--- config.mk ---
export PLATFORM = sky130hd
export DESIGN_NAME = time_set_ctrl
export DESIGN_NICKNAME = d
export VERILOG_FILES = /design/src/rtl/clock_pkg.sv /design/src/rtl/key_repeat.sv /design/src/rtl/time_set_ctrl.sv
export SDC_FILE = /design/constraint.sdc
export NUM_CORES = 1
export LEC_CHECK = 0
export BUFFER_PORTS_ARGS = -buffer_cell sky130_fd_sc_hd__buf_2
export CAP_MARGIN = 20
export CORE_MARGIN = 3
export CORE_UTILIZATION = 35
export CTS_CLUSTER_SIZE = 20
export DETAILED_ROUTE_END_ITERATION = 8
export PLACE_DENSITY_LB_ADDON = 0.15
export SYNTH_ARGS = -nofsm -noshare
export SYNTH_HDL_FRONTEND = slang
export SYNTH_SLANG_ARGS = --single-unit
--- constraint.sdc ---
create_clock -name clk100khz -period 2.91 [get_ports clk100khz]
set_input_delay 0.1455 -clock clk100khz [delete_from_list [all_inputs] [get_ports clk100khz]]
set_output_delay 0.1455 -clock clk100khz [all_outputs]
set_load 0.03 [all_outputs]
--- src/rtl/clock_pkg.sv ---
// Shared types and constants for the digital clock time-setting path.
package clock_pkg;

    typedef enum logic [1:0] {
        RUN      = 2'd0,
        SET_HOUR = 2'd1,
        SET_MIN  = 2'd2,
        SET_SEC  = 2'd3
    } mode_e;

    localparam int HOUR_MAX = 23;
    localparam int MIN_MAX  = 59;
    localparam int HOUR_W   = 5;
    localparam int MIN_W    = 6;

    // One wrap-around step of a time field; up=1 increments, up=0 decrements.
    // Fields are never carried into their neighbours.
    function automatic logic [MIN_W-1:0] wrap_step(input logic [MIN_W-1:0] v,
                                                   input logic [MIN_W-1:0] max_v,
                                                   input logic             up);
        if (up)
            return (v >= max_v) ? '0 : v + 1'b1;
        else
            return (v == '0) ? max_v : v - 1'b1;
    endfunction

endpackage

--- src/rtl/key_repeat.sv ---
// Press detection plus hold-to-repeat for one debounced, active-low key.
// step fires on the press, again after HOLD_DLY cycles of continuous low,
// then every RPT_PERIOD cycles. Dropping enable disarms the key, so a hold
// that spans a mode change stays silent until it is released and re-pressed.
module key_repeat #(
    parameter int HOLD_DLY   = 50000,
    parameter int RPT_PERIOD = 10000
) (
    input  logic clk100khz,
    input  logic rst_n,
    input  logic key_n,
    input  logic enable,
    output logic step
);

    localparam int CNT_MAX = (HOLD_DLY > RPT_PERIOD) ? HOLD_DLY : RPT_PERIOD;
    localparam int CW      = $clog2(CNT_MAX + 1);

    logic          key_q;    // current sample
    logic          hist;     // previous sample
    logic          armed;    // press was accepted while enabled
    logic          rpt;      // past the initial hold delay
    logic [CW-1:0] cnt;
    logic          press;
    logic          held;
    logic          hit;

    assign press = hist & ~key_q;
    // Repeat only while both the sampled and the live key are still low,
    // so a release arriving this cycle cancels a repeat due on the same edge.
    assign held  = armed & ~key_q & ~key_n;
    assign hit   = rpt ? (cnt == CW'(RPT_PERIOD)) : (cnt == CW'(HOLD_DLY));
    assign step  = enable & (press | (held & hit));

    // Key sample and history registers.
    always_ff @(posedge clk100khz or negedge rst_n) begin
        if (!rst_n) begin
            key_q <= 1'b1;
            hist  <= 1'b1;
        end else begin
            key_q <= key_n;
            hist  <= key_q;
        end
    end

    // Hold/repeat timer: starts on an accepted press, cleared on release or disable.
    always_ff @(posedge clk100khz or negedge rst_n) begin
        if (!rst_n) begin
            armed <= 1'b0;
            rpt   <= 1'b0;
            cnt   <= '0;
        end else if (!enable || key_q) begin
            armed <= 1'b0;
            rpt   <= 1'b0;
            cnt   <= '0;
        end else if (press) begin
            armed <= 1'b1;
            rpt   <= 1'b0;
            cnt   <= CW'(1);
        end else if (held) begin
            if (hit) begin
                rpt <= 1'b1;
                cnt <= CW'(1);
            end else if (cnt < CW'(CNT_MAX)) begin
                cnt <= cnt + 1'b1;
            end
        end
    end

endmodule

--- src/rtl/time_set_ctrl.sv ---
// Time-setting controller: walks RUN -> SET_HOUR -> SET_MIN -> SET_SEC -> RUN,
// edits a shadow copy of the time and commits it with a one-cycle load strobe.
module time_set_ctrl
    import clock_pkg::*;
#(
    parameter int HOLD_DLY   = 50000,
    parameter int RPT_PERIOD = 10000,
    parameter int BLINK_HALF = 50000,
    parameter int TIMEOUT    = 3000000
) (
    input  logic       clk100khz,
    input  logic       rst_n,
    input  logic       mode_set,
    input  logic       inc,
    input  logic       dec,
    input  logic [4:0] cur_hour,
    input  logic [5:0] cur_min,
    input  logic [5:0] cur_sec,
    output logic [4:0] edit_hour,
    output logic [5:0] edit_min,
    output logic [5:0] edit_sec,
    output logic [1:0] edit_field,
    output logic       load,
    output logic       running,
    output logic       blink
);

    localparam int TW = $clog2(TIMEOUT + 1);
    localparam int BW = $clog2(BLINK_HALF + 1);

    mode_e         state;
    mode_e         state_nxt;
    logic          load_nxt;
    logic          mode_q;
    logic          mode_hist;
    logic          mode_press;
    logic          in_set;
    logic          key_en;
    logic          inc_step;
    logic          dec_step;
    logic          do_inc;
    logic          do_dec;
    logic          do_step;
    logic          timeout;
    logic [TW-1:0] idle_cnt;
    logic [BW-1:0] blink_cnt;

    assign in_set     = (state != RUN);
    assign mode_press = mode_hist & ~mode_q;
    // A mode press in the same cycle wins: the step keys are disabled for it.
    assign key_en     = in_set & ~mode_press;
    assign do_inc     = inc_step & ~dec_step;
    assign do_dec     = dec_step & ~inc_step;
    assign do_step    = do_inc | do_dec;
    assign timeout    = (idle_cnt == TW'(TIMEOUT));
    assign edit_field = state;

    key_repeat #(.HOLD_DLY(HOLD_DLY), .RPT_PERIOD(RPT_PERIOD)) u_inc_key (
        .clk100khz (clk100khz),
        .rst_n     (rst_n),
        .key_n     (inc),
        .enable    (key_en),
        .step      (inc_step)
    );

    key_repeat #(.HOLD_DLY(HOLD_DLY), .RPT_PERIOD(RPT_PERIOD)) u_dec_key (
        .clk100khz (clk100khz),
        .rst_n     (rst_n),
        .key_n     (dec),
        .enable    (key_en),
        .step      (dec_step)
    );

    // Mode button history: edge detect only, no repeat.
    always_ff @(posedge clk100khz or negedge rst_n) begin
        if (!rst_n) begin
            mode_q    <= 1'b1;
            mode_hist <= 1'b1;
        end else begin
            mode_q    <= mode_set;
            mode_hist <= mode_q;
        end
    end

    // State register with registered load/running so both line up with the state.
    always_ff @(posedge clk100khz or negedge rst_n) begin
        if (!rst_n) begin
            state   <= RUN;
            load    <= 1'b0;
            running <= 1'b1;
        end else begin
            state   <= state_nxt;
            load    <= load_nxt;
            running <= (state_nxt == RUN);
        end
    end

    // Next-state: mode advances the field, timeout abandons the edit without a load.
    always_comb begin
        state_nxt = state;
        load_nxt  = 1'b0;
        case (state)
            RUN:      if (mode_press) state_nxt = SET_HOUR;
            SET_HOUR: if (mode_press) state_nxt = SET_MIN;
                      else if (timeout) state_nxt = RUN;
            SET_MIN:  if (mode_press) state_nxt = SET_SEC;
                      else if (timeout) state_nxt = RUN;
            SET_SEC:  if (mode_press) begin
                          state_nxt = RUN;
                          load_nxt  = 1'b1;
                      end else if (timeout) begin
                          state_nxt = RUN;
                      end
            default:  state_nxt = RUN;
        endcase
    end

    // Shadow time: captured on entry to SET_HOUR, then stepped one field at a time.
    always_ff @(posedge clk100khz or negedge rst_n) begin
        if (!rst_n) begin
            edit_hour <= '0;
            edit_min  <= '0;
            edit_sec  <= '0;
        end else if (state == RUN) begin
            if (mode_press) begin
                edit_hour <= cur_hour;
                edit_min  <= cur_min;
                edit_sec  <= cur_sec;
            end
        end else if (do_step) begin
            case (state)
                SET_HOUR: edit_hour <= HOUR_W'(wrap_step(MIN_W'(edit_hour), MIN_W'(HOUR_MAX), do_inc));
                SET_MIN:  edit_min  <= wrap_step(edit_min, MIN_W'(MIN_MAX), do_inc);
                SET_SEC:  edit_sec  <= wrap_step(edit_sec, MIN_W'(MIN_MAX), do_inc);
                default:  ;
            endcase
        end
    end

    // Idle timer: counts quiet cycles in a set state, saturating at TIMEOUT.
    always_ff @(posedge clk100khz or negedge rst_n) begin
        if (!rst_n) begin
            idle_cnt <= '0;
        end else if (!in_set || state_nxt == RUN) begin
            idle_cnt <= '0;
        end else if (mode_press || inc_step || dec_step) begin
            idle_cnt <= '0;
        end else if (!timeout) begin
            idle_cnt <= idle_cnt + 1'b1;
        end
    end

    // Blink: off in RUN; forced visible on field entry or any edit, then toggles.
    always_ff @(posedge clk100khz or negedge rst_n) begin
        if (!rst_n) begin
            blink     <= 1'b0;
            blink_cnt <= '0;
        end else if (state_nxt == RUN) begin
            blink     <= 1'b0;
            blink_cnt <= '0;
        end else if (mode_press || do_step) begin
            blink     <= 1'b1;
            blink_cnt <= '0;
        end else if (blink_cnt == BW'(BLINK_HALF - 1)) begin
            blink     <= ~blink;
            blink_cnt <= '0;
        end else begin
            blink_cnt <= blink_cnt + 1'b1;
        end
    end

endmodule

After elaboration in Yosys (flattened, before gate mapping) --
Cells that the tools add are included.
Word-level totals: bits in writable memories 0, logic and storage cells 169, ROM bits 0, memories 0, input bits 22, register bits after elaboration 102, output and inout port bits 22, bits in latches 0
Operators by class: div/mod/pow operators 0, multiply operators 0, add/subtract/negate cells 10, reduce and logical (&&, ||, !) cells 34, $lt $le $gt $ge 5, equality and inequality tests 11, multiplexer cells 62, shift-type cells 0, bitwise gates (word level) 26
Operators with widths (count):
- two-way mux 16 bit | 13
- two-way mux 6 bit | 14
- two-way mux 22 bit | 3
- adder 16 x 1 -> 16 bit, second input constant | 3
- == test 16 bit, second input constant | 3
- two-way mux 5 bit | 7
- == test 16 x 14 -> 1 bit, second input constant | 2
- < comparator 16 bit, second input constant | 2
- adder 22 x 1 -> 22 bit, second input constant | 1
- == test 22 bit, second input constant | 1
- two-way mux 1 bit | 19
- nonzero test 3 bit | 5
- bitwise AND 1 bit | 14
- nonzero test 2 bit | 7
- adder 6 x 1 -> 6 bit, second input constant | 2
- >= comparator 6 bit, second input constant | 2
- zero test 6 bit | 2
- subtractor 6 x 1 -> 6 bit, second input constant | 2
- two-way mux 2 bit | 5
- inverter 1 bit | 9
- AND reduction 3 bit | 3
- case mux 2 bit (4 select lines) | 1
- AND reduction 2 bit | 4
- nonzero test 4 bit | 2
- 12 further kinds | 22

Logic depth before layout (Yosys ltp) --
depth in word-level cells 12, mapped depth 15, gate-level depth less buffers 13

Modules after synthesis --
From an unflattened synthesis, not the netlist that was laid out.
Unflattened totals: cell total of the unflattened synthesis 700, area total of the unflattened synthesis 6394.9 µm²
By module, submodules not included:
- time_set_ctrl | sequential area each 1555.2 µm², cells each 434, times used 1, area an instance 3927.5 µm²
- key_repeat | sequential area each 503.0 µm², cells each 133, times used 2, area an instance 1233.7 µm²

Least setup slack after synthesis --
No wires, ideal clock.
path kind flip-flop to flip-flop, start register u_dec_key.cnt[0], end register edit_min[4], path buffers 3, cell stages (with the launch flop) 15, arrival time 2.900 ns, library setup time 0.087 ns, period minus slack after synthesis 2.987 ns, slack -0.077 ns, required time 2.823 ns, path through dfrtp_1 inv_1 ha_1 or4b_1 nor4_1 o211ai_1 inv_2 o21ai_0 ha_1 clkbuf_1 clkbuf_1 buf_1 a221oi_1 o21ai_0 a22oi_1
Between the ends: longest elaborated chain between the ends 11, elaborated cells on any way between the ends 16, those cells by class 2 x eq/ne; 5 x mux; 7 x bitwise; 2 x reduce/logical
Ends and longest elaborated chain:
- from (decl) | line key_repeat.sv:23 | logic [CW-1:0] cnt;
- from (signal assigned) | line key_repeat.sv:65 | cnt <= cnt + 1'b1;
- == test 16 bit or == test 16 x 14 -> 1 bit (tied branches) | line key_repeat.sv:32 | assign hit = rpt ? (cnt == CW'(RPT_PERIOD)) : (cnt == CW'(HOLD_DLY));
- two-way mux 1 bit * | line key_repeat.sv:32
- bitwise AND 1 bit * | line key_repeat.sv:33 | assign step = enable & (press | (held & hit));
- OR 1 bit * | line key_repeat.sv:33
- bitwise AND 1 bit * | line key_repeat.sv:33
- inverter 1 bit | line time_set_ctrl.sv:52 | assign do_inc = inc_step & ~dec_step;
- bitwise AND 1 bit | line time_set_ctrl.sv:52
- two-way mux 6 bit | line clock_pkg.sv:21 | if (up)
- two-way mux 6 bit | line time_set_ctrl.sv:131 | case (state)
- two-way mux 6 bit | line time_set_ctrl.sv:130 | end else if (do_step) begin
- two-way mux 6 bit | line time_set_ctrl.sv:124 | end else if (state == RUN) begin
- to (signal assigned) | line time_set_ctrl.sv:127 | edit_min <= cur_min;
- to (signal assigned) | line time_set_ctrl.sv:133 | SET_MIN: edit_min <= wrap_step(edit_min, MIN_W'(MIN_MAX), do_inc);
- to (decl) | line time_set_ctrl.sv:20 | output logic [5:0] edit_min,
Every way passes the cells marked *; elsewhere a longest branch is shown, timed or not. The select of a mux whose other input is x is not followed. A chain may end at the register's enable or synchronous reset.

Worst setup path in the final report --
start register u_inc_key.cnt[1], end register edit_hour[3]
Between the ends: longest elaborated chain between the ends 10, elaborated cells on any way between the ends 16, those cells by class 2 x eq/ne; 5 x mux; 7 x bitwise; 2 x reduce/logical
Ends and longest elaborated chain:
- from (decl) | line key_repeat.sv:23
- from (signal assigned) | line key_repeat.sv:65
- == test 16 bit or == test 16 x 14 -> 1 bit (tied branches) | line key_repeat.sv:32
- two-way mux 1 bit * | line key_repeat.sv:32
- bitwise AND 1 bit * | line key_repeat.sv:33
- OR 1 bit * | line key_repeat.sv:33
- bitwise AND 1 bit * | line key_repeat.sv:33
- bitwise AND 1 bit or inverter 1 bit (tied branches) | line time_set_ctrl.sv:52, time_set_ctrl.sv:53
- two-way mux 5 bit or bitwise AND 1 bit (tied branches) | line clock_pkg.sv:21, time_set_ctrl.sv:53
- two-way mux 5 bit or OR 1 bit (tied branches) | line time_set_ctrl.sv:131, time_set_ctrl.sv:54
- two-way mux 5 bit or nonzero test 2 bit (tied branches)
- two-way mux 5 bit or AND reduction 3 bit (tied branches)
- to (signal assigned) | line time_set_ctrl.sv:126 | edit_hour <= cur_hour;
- to (signal assigned) | line time_set_ctrl.sv:132 | SET_HOUR: edit_hour <= HOUR_W'(wrap_step(MIN_W'(edit_hour), MIN_W'(HOUR_MAX), do_inc));
- to (decl) | line time_set_ctrl.sv:19 | output logic [4:0] edit_hour,
Marks and branches as above.

==> flow_metrics.env <==
export IMPL_status="completed"
export IMPL_power_share_sequential_pct=36.3
export IMPL_report_final_setup_viol=0
export IMPL_critical_path_arrival_ns=3.02
export IMPL_global_route_overflow_total=0
export IMPL_net_switching_power_of_the_design_w=0.00225
export IMPL_met3_grt_util_pct=3.34
export IMPL_synth_avg_cell_area_um2=8.74
export IMPL_initial_util_pct=36.4
export IMPL_fin_skew_ns=0.00992
export IMPL_comb_power_share_pct=42.2
export IMPL_internal_power_contribution_w=0.00307
export IMPL_total_leakage_power_nw=2.89
export IMPL_ctsLongestPathBuffers=2
export IMPL_netSwitchingFraction_pct=42.2
export IMPL_crit_path_end_kind="flip-flop"
export IMPL_cts_buffers=9
export IMPL_vias_per_instance=5.42
export IMPL_post_route_cells_drive_above_1_share_pct=16.6
export IMPL_design_area_mm2=0.00728
export IMPL_post_synth_top_area_cell="dfrtp_1"
export IMPL_grt_pass1_vias=5202
export IMPL_worstMarginPinSlew_ns=0.777
export IMPL_clk_pin_slew_ns=0.07
export IMPL_synth_yosys_warnings=0
export IMPL_synth_cell_type_count=64
export IMPL_multiInputGateArea_mm2=0.00346
export IMPL_ir_drop_v=0.000425
export IMPL_clockRootBuffer="clkbuf_16"
export IMPL_port_buffers=43
export IMPL_die_w_um=139
export IMPL_finalMaxSlewViolations=0
export IMPL_boundaryPins=44
export IMPL_clock_sink_count=102
export IMPL_ys_flop_type="dfrtp_1"
export IMPL_grt_busiest_layer="met2"
export IMPL_dp_worst_setup_slack_ns=-0.0855
export IMPL_synth_area_mm2=0.00616
export IMPL_final_critical_path_setup_slack_ns=0.154
export IMPL_dieArea_mm2=0.0192
export IMPL_hold_class="in2reg"
export IMPL_dpl_cell_area_mm2=0.00684
export IMPL_place_detailed_hpwl_mm=10.8
export IMPL_power_frac_clock_pct=21.5
export IMPL_insertedDiodeCount=0
export IMPL_placeableCoreArea_mm2=0.0169
export IMPL_numPlacedInstances=972
export IMPL_synth_edf_count=0
export IMPL_achievable_frequency_mhz=363
export IMPL_globalRouteMet2Util_pct=26.4
export IMPL_synth_sequential_area_ratio_pct=41.5
export IMPL_worst_slew_margin_rel_pct=47.9
export IMPL_worstPathMaxFanout=5
export IMPL_synth_top_cells_by_area="dfrtp_1, xnor2_1, ha_1"
export IMPL_via_count=5393
export IMPL_drt_initial_drc_count=348
export IMPL_drt_wirelength_per_cell_um=15.5
export IMPL_most_instantiated_library_cell_after_synthesis="dfrtp_1"
export IMPL_drt_first_pass_iters=5
export IMPL_stdcell_count=995
export IMPL_drv_cap=0
export IMPL_htree_num_levels=3
export IMPL_placement_rows=47
export IMPL_synthToLayoutAreaGrowth_pct=18.2
export IMPL_ys_seq_elements=102
export IMPL_synth_async_reset_ratio_pct=100
export IMPL_netlist_instances=705
export IMPL_power_per_cell_area_mw_per_mm2=730
export IMPL_die_h_um=139
export IMPL_setup_worst_path_start_class="flip-flop"
export IMPL_pin_count_of_the_biggest_net_entering_global_routing=61
export IMPL_cts_tree="done"
export IMPL_grt_first_pass_wirelength_mm=25.9
export IMPL_drc=0
export IMPL_global_route_usage_met1_pct=21.3
export IMPL_gr_usage_all_layers_pct=16.1
export IMPL_drtAntennaViolNets=0
export IMPL_antenna_found_initial=0
export IMPL_gp_routability_congestion=0.859
export IMPL_count_of_filler_cells_inserted_in_the_layout=1676
export IMPL_final_hold_violation_count=0
export IMPL_layout_worst_path_cycle_share_pct=94.7
export IMPL_mappedNetlistNets=747
export IMPL_num_nets_final=812
export IMPL_detail_route_wirelength_mm=15.4
export IMPL_final_period_minus_worst_setup_slack_ns=2.76
export IMPL_criticalPathCategory="reg2reg"
export IMPL_clock_insertion_delay_at_the_later_pin_of_the_skew_report_ns=0.35
export IMPL_netlist_top_cells_count="dfrtp_1, nor2_1, nand2_1"
export IMPL_synth_top_cell_area_share_pct=38.6
export IMPL_regArea_mm2=0.00256
export IMPL_critPathRequiredTime_ns=3.17
## cells by family (layout without fill, tap and decap cells)
group	after synthesis	in the layout	synth area share [%]
mux	11	11	1.79
buf+inv	67	137	4.12
compound gates	154	154	15.8
simple gates	300	300	25.5
fa+ha+maj	20	20	4.06
xor+xnor	51	51	7.25
flops	102	102	41.5
## worst max-delay path, stage by stage (launching register included)
cell and delay, ns:
dfrtp_1 0.41, inv_2 0.07, ha_2 0.15, or4b_4 0.47
nor3_4 0.19, o211ai_1 0.16, a21oi_2 0.21, ha_4 0.21
nor2b_4 0.19, a31oi_1 0.09, a21o_1 0.17, a211o_1 0.25
o211ai_1 0.09
## flip-flops by register name, summed over array words and instances (netlist names), 2 cells and up
signal         cells
idle_cnt          22
blink_cnt         16
u_dec_key.cnt     16
u_inc_key.cnt     16
edit_min           6
edit_sec           6
edit_hour          5
edit_field         2
## power by group through the flow
| stage | sequential, W | clock [W] | combinational, W |
|---|---|---|---|
| final | 0.00193 | 0.00114 | 0.00224 |
| after global routing | 0.00197 | 0.00125 | 0.00253 |
| after CTS | 0.00191 | 0.00119 | 0.00221 |
| after detailed placement | 0.00194 | 0 | 0.00218 |
| after global placement | 0.00193 | 0 | 0.00217 |
| after floorplan | 0.00207 | 0 | 0.00136 |
## metal layers
layer	vias to the layer above	part of all wire [%]
met3	19	3.8
li1	2687	-
met2	118	47
met5	-	0
met1	2569	47
met4	0	1.9
## cell usage in the layout, fill, tap and decap left out, drive strengths merged, types with 9 or more instances in the layout
cell	instances
a21oi	38
nand2	52
o31ai	10
nand3	44
nor3	46
nand4	13
and3	14
ha	20
or3	9
inv	34
xnor2	35
buf	82
clkbuf	13
o211ai	12
o21ai	43
nand3b	11
nor2	64
dfrtp	95
mux2i	11
nor4	10
xor2	16
## area by class of cell
cell class,count,share of cell area (%)
clock buffers,13,3.44
well taps,220,3.78
inverters,35,1.86
multi-input cells,536,47.5
flip-flops and latches,102,35.2
clock inverters,3,0.292
repair buffers,86,8.02
## path summary, 6_finish.rpt
check / startpoint / endpoint / slack, ns / cells past startpoint
min reg2reg: mode_q / mode_hist / 0.39 / 0
max reg2reg: u_inc_key.cnt[1] / edit_hour[3] / 0.15 / 12
min in group asynchronous: rst_n / u_dec_key.cnt[11] / 0.34 / 2
max: u_inc_key.cnt[1] / edit_hour[3] / 0.15 / 12
max in group asynchronous: rst_n / running / 1.85 / 3
min: cur_sec[0] / edit_sec[0] / 0.05 / 3
## stage by stage
stage / total power [W] / hold WS [ns] / setup TNS [ns] / utilization [%]
2_1_floorplan: 0.00343 / -0.150 / 0 / -
3_3_place_gp: 0.00410 / 0.210 / 0 / 40.4
3_5_place_dp: 0.00412 / 0.209 / -0.125 / 40.4
4_1_cts: 0.00532 / 0.0333 / 0 / 42.3
5_1_grt: 0.00575 / 0.0498 / -0.0218 / 43.0
6_report: 0.00532 / 0.0475 / 0 / 43.0
## what timing repair did
| action | in CTS | in global routing |
|---|---|---|
| gates cloned | 0 | 1 |
| hold endpoints to repair | 39 | 0 |
| setup buffers | 0 | 2 |
| endpoints found under the setup margin | 6 | 33 |
| resized for setup | 3 | 26 |
| hold buffers | 4 | 0 |
| pin swaps | 0 | 10 |
No activity file was read; power rests on OpenSTA's default activity.
